`config.mk`:
```
export PLATFORM = sky130hd
export DESIGN_NAME = sram_port_arbiter
export DESIGN_NICKNAME = d
export VERILOG_FILES = /design/src/rtl/sram_port_arbiter.sv
export SDC_FILE = /design/constraint.sdc
export NUM_CORES = 1
export LEC_CHECK = 0
export ABC_AREA = 1
export CAP_MARGIN = 30
export CORE_ASPECT_RATIO = 0.75
export CORE_MARGIN = 4
export CORE_UTILIZATION = 41
export DETAILED_ROUTE_END_ITERATION = 12
export GPL_ROUTABILITY_DRIVEN = 1
export HOLD_SLACK_MARGIN = 0.15
export PLACE_DENSITY_LB_ADDON = 0.05
export SYNTH_ARGS = -nofsm -noshare
export SYNTH_HDL_FRONTEND = slang
export SYNTH_SLANG_ARGS = --single-unit
```
`constraint.sdc`:
```
create_clock -name clk -period 1.9 [get_ports clk]
set_input_delay 0.475 -clock clk [delete_from_list [all_inputs] [get_ports clk]]
set_output_delay 0.475 -clock clk [all_outputs]
set_load 0.005 [all_outputs]
```
`src/rtl/sram_port_arbiter.sv`:
```
// Two-requester arbiter in front of a single-port SRAM: data port has priority,
// fetch is forced in after STARVE_LIMIT consecutive data grants while it waits.
module sram_port_arbiter #(
    parameter int ACCESS_CYCLES = 2,
    parameter int STARVE_LIMIT  = 4
) (
    input  logic        clk,
    input  logic        reset,
    input  logic        i_req,
    input  logic [31:0] i_addr,
    output logic        i_ack,
    output logic [31:0] i_rdata,
    input  logic        d_req,
    input  logic        d_we,
    input  logic [31:0] d_addr,
    input  logic [31:0] d_wdata,
    output logic        d_ack,
    output logic        d_err,
    output logic [31:0] d_rdata,
    output logic        sram_cs,
    output logic        sram_oe,
    output logic        sram_we,
    output logic [31:0] sram_addr,
    output logic [31:0] sram_din,
    input  logic [31:0] sram_dout,
    output logic        busy
);

    localparam int CW = (ACCESS_CYCLES > 1) ? $clog2(ACCESS_CYCLES) : 1;
    localparam int SW = $clog2(STARVE_LIMIT + 1);

    typedef enum logic [1:0] {ST_IDLE, ST_ACCESS, ST_DONE} state_t;

    state_t       r_state;
    state_t       w_state_next;
    logic [CW-1:0] r_cnt;
    logic [SW-1:0] r_starve;
    logic         r_owner_d;
    logic         r_we;
    logic         r_err;
    logic [31:0]  r_sram_addr;
    logic [31:0]  r_sram_din;
    logic [31:0]  r_i_rdata;
    logic [31:0]  r_d_rdata;

    logic w_grant_d;
    logic w_grant_f;
    logic w_misalign;
    logic w_last;
    logic w_starved;

    assign w_starved  = (r_starve == SW'(STARVE_LIMIT));
    assign w_grant_d  = d_req && !(i_req && w_starved);
    assign w_grant_f  = i_req && !w_grant_d;
    assign w_misalign = (d_addr[1:0] != 2'b00);
    assign w_last     = (r_cnt == CW'(ACCESS_CYCLES - 1));

    always_comb begin
        w_state_next = r_state;
        case (r_state)
            ST_IDLE: begin
                if (w_grant_d && w_misalign)
                    w_state_next = ST_DONE;
                else if (w_grant_d || w_grant_f)
                    w_state_next = ST_ACCESS;
            end
            ST_ACCESS: begin
                if (w_last)
                    w_state_next = ST_DONE;
            end
            ST_DONE:  w_state_next = ST_IDLE;
            default:  w_state_next = ST_IDLE;
        endcase
    end

    always_ff @(posedge clk) begin
        if (reset) begin
            r_state     <= ST_IDLE;
            r_cnt       <= '0;
            r_starve    <= '0;
            r_owner_d   <= 1'b0;
            r_we        <= 1'b0;
            r_err       <= 1'b0;
            r_sram_addr <= '0;
            r_sram_din  <= '0;
            r_i_rdata   <= '0;
            r_d_rdata   <= '0;
        end else begin
            r_state <= w_state_next;
            case (r_state)
                ST_IDLE: begin
                    // Starvation count only advances while fetch is actually waiting.
                    if (!i_req || w_grant_f)
                        r_starve <= '0;
                    else if (w_grant_d && !w_starved)
                        r_starve <= r_starve + SW'(1);

                    if (w_grant_d) begin
                        r_owner_d <= 1'b1;
                        r_we      <= d_we;
                        r_err     <= w_misalign;
                        r_cnt     <= '0;
                        // A rejected misaligned access leaves the SRAM bus untouched.
                        if (!w_misalign) begin
                            r_sram_addr <= d_addr;
                            r_sram_din  <= d_wdata;
                        end
                    end else if (w_grant_f) begin
                        r_owner_d   <= 1'b0;
                        r_we        <= 1'b0;
                        r_err       <= 1'b0;
                        r_cnt       <= '0;
                        r_sram_addr <= i_addr;
                    end
                end
                ST_ACCESS: begin
                    r_cnt <= r_cnt + CW'(1);
                    if (w_last && !r_we) begin
                        if (r_owner_d)
                            r_d_rdata <= sram_dout;
                        else
                            r_i_rdata <= sram_dout;
                    end
                end
                default: ;
            endcase
        end
    end

    assign sram_cs   = (r_state == ST_ACCESS);
    assign sram_oe   = (r_state == ST_ACCESS) && !r_we;
    assign sram_we   = (r_state == ST_ACCESS) && r_we;
    assign sram_addr = r_sram_addr;
    assign sram_din  = r_sram_din;
    assign i_ack     = (r_state == ST_DONE) && !r_owner_d;
    assign d_ack     = (r_state == ST_DONE) && r_owner_d;
    assign d_err     = (r_state == ST_DONE) && r_owner_d && r_err;
    assign i_rdata   = r_i_rdata;
    assign d_rdata   = r_d_rdata;
    assign busy      = (r_state != ST_IDLE);

endmodule

```
==> impl_metrics.json <==
{
  "status": "finished, final reports clean",
  "cap_viol_max_count": 0,
  "port-buffer-count": 267,
  "total_power_mw": 7.78,
  "crit_buf_inv": 2,
  "ctsHoldBuffers": 0,
  "reg2regPathDepth": 7,
  "synth.most_common_cell": "nor2_1",
  "startpoint_type": "flip-flop",
  "numCtsBuffers": 17,
  "drtIter0Drc": 193,
  "postSynthAreaPerCell_um2": 6.67,
  "relSlewSlack": 0.599,
  "clock_sinks": 137,
  "synthCells": 860,
  "final.period_utilization": 0.949,
  "path_delay_family": "flip-flops",
  "power_per_cell_area_nw_per_um2": 842,
  "netlist_area_um2": 5730,
  "coreArea_um2": 13700,
  "io_pins": 268,
  "synth_edf_count": 0,
  "synth.area.top_cells": "dfxtp_1 48%, nor2_1 17%, nand2_1 13%",
  "ant_nets": 0,
  "critPathSlowestCell": "dfxtp_2",
  "die_w_um": 145,
  "grt-ovfl-total": 0,
  "peakVddDrop_v": 0.000690,
  "cts_buffer_depth": 2,
  "end_kind": "output port",
  "path_depth": 4,
  "crit_path_max_incr_delay_ps": 340,
  "path_clk_slew_ps": 60,
  "routed_wl_um": 16900,
  "drc": 0,
  "worst_ep_required_time_ps": 1420,
  "cts_setup_buffers": 0,
  "cp_cell_sequence": "inv_2 > nor3_2 > and2_1 > clkdlybuf4s15_1",
  "final_core_util": 0.674,
  "gr-usage-all-layers": 0.207,
  "grt_pass1_vias": 5349,
  "drv_slew": 0,
  "hold_violations": 0,
  "antenna_found_initial": 0,
  "worstHoldPathType": "reg -> reg",
  "vias": 5805,
  "worstPathMaxFanout": 3,
  "rsz0062_at_grt": "no",
  "dp_slack_ps": 14.4,
  "firstDrtPassIters": 4,
  "synthTopCellsByCount": "267 x nor2_1, 204 x nand2_1, 137 x dfxtp_1, 75 x inv_1, 68 x o21ai_0",
  "synth_top_area_cell": "dfxtp_1",
  "nNetsFinal": 1252,
  "place.gp.congestion": 0.809,
  "synth-main-ff-cell": "dfxtp_1",
  "initial_core_util": 0.418,
  "dpl.hpwl_um": 12100,
  "cellLeakagePower_nw": 4.10,
  "area_growth_pct": 61.2,
  "antenna_cells": 0,
  "report.final.setup_viol": 0,
  "crit_type": "reg -> out",
  "grt_max_degree": 61,
  "ys_seq_area_frac": 0.478,
  "grt_pass1_wl_um": 26800,
  "crit_arrival_ps": 1330,
  "ys_seq_elements": 137,
  "std_cell_rows": 37,
  "viasPerCell": 4.45,
  "ys_async_sr_fraction": 0,
  "synth_top_area_frac": 0.478,
  "htree_levels": 4,
  "die_area_um2": 16000,
  "reg2reg_slack_ps": 410,
  "layout-drive-gt1-share": 0.0611,
  "ys_types": 22,
  "skew_ps": 9.93,
  "worstHoldPathCells": 2,
  "period_needed_ps": 1800,
  "fin_tns_setup_ps": 0,
  "holdWs_ps": 472,
  "root_buffer": "clkbuf_16",
  "wl_per_cell_um": 12.9,
  "syn_nets": 995,
  "dieHeight_um": 110,
  "worst_pin_slew_ps": 600,
  "yosysWarnings": 0,
  "layout_setup_ws_ps": 96.8,
  "cts_tree": "yes",
  "clock_latency_ps": 410,
  "fmax_ghz": 0.555
}
==> through the flow <==
stage | instances | instance area, µm²
after CTS | 1305 | 9240
after global placement | 1273 | 8610
after floorplan | 860 | 5730
after global routing | 1305 | 9240
final | 1305 | 9240
after detailed placement | 1273 | 8610
==> worst paths after layout <==
path                                              start                        to
worst max-delay path             r_owner_d$_SDFFE_PP0P_                     d_err
worst min-delay path                 r_cnt$_SDFFE_PP0P_   r_state[1]$_SDFFE_PP0P_
worst min register to register       r_cnt$_SDFFE_PP0P_   r_state[1]$_SDFFE_PP0P_
worst max register to register  r_state[1]$_SDFFE_PP0P_  i_rdata[27]$_SDFFE_PP0P_
==> report_power, final <==
group	switching (mW)	internal [mW]
combinational	0.525	0.692
sequential	0.0786	3.02
clock	1.33	2.13
total	1.93	5.85
==> cell type report <==
type                       count  area [µm²]
timing repair buffer         287        2920
clock buffer                  18         439
tap                          175         219
fill                        1212        4460
clock inverter                14         186
sequential                   137        2750
inverter                      79         298
multi-input combinational    595        2440
==> flip-flops by register name, indices dropped and copies added (netlist names) <==
name       count
d_rdata       32
i_rdata       32
sram_addr     32
sram_din      32
r_starve       3
r_state        2
r_cnt          1
r_err          1
r_owner_d      1
r_we           1
==> repair_timing <==
item | CTS | global route
endpoints found under the setup margin | 7 | 4
gates resized for setup | 10 | 5
hold endpoints to repair | 0 | 0
==> cells by family after synthesis <==
group / after synthesis / synth area share
and+or+nand+nor: 518 / 0.353
DFF: 137 / 0.478
buffers and inverters: 128 / 0.0980
AOI/OAI and AO/OA: 75 / 0.0659
adders and majority gates: 2 / 0.00436
==> metal layers <==
layer | up-vias | wire length, µm | GRT usage
met4 | 0 | 233 | 0.0609
met3 | 21 | 1820 | 0.0909
met1 | 2464 | 7480 | 0.261
li1 | 3118 | - | -
met5 | - | 0 | 0
met2 | 202 | 7350 | 0.320
==> worst min-delay path, stage by stage, from the launching register on <==
cell and delay [ps]:
dfxtp_1 320, nand2_1 70, a21oi_1 50
==> placed cells by master, fill, tap and decap left out, types with 2 or more instances in the layout <==
master           Yosys  layout
a21oi_1              6       6
buf_12               0       8
buf_4               12      12
bufinv_16            0       3
clkbuf_16            0      17
clkdlybuf4s50_1      0     260
clkinv_4             0       4
clkinvlp_4           0       2
dfxtp_1            137     134
dfxtp_2              0       3
dlygate4sd2_1        0       6
ha_1                 2       2
inv_1               75      72
inv_2                4       6
inv_6                0       4
nand2_1            204     202
nand2_2              0       2
nand3_1             39      39
nor2_1             267     267
o21ai_0             68      68
(Power assumes the default switching activity.)
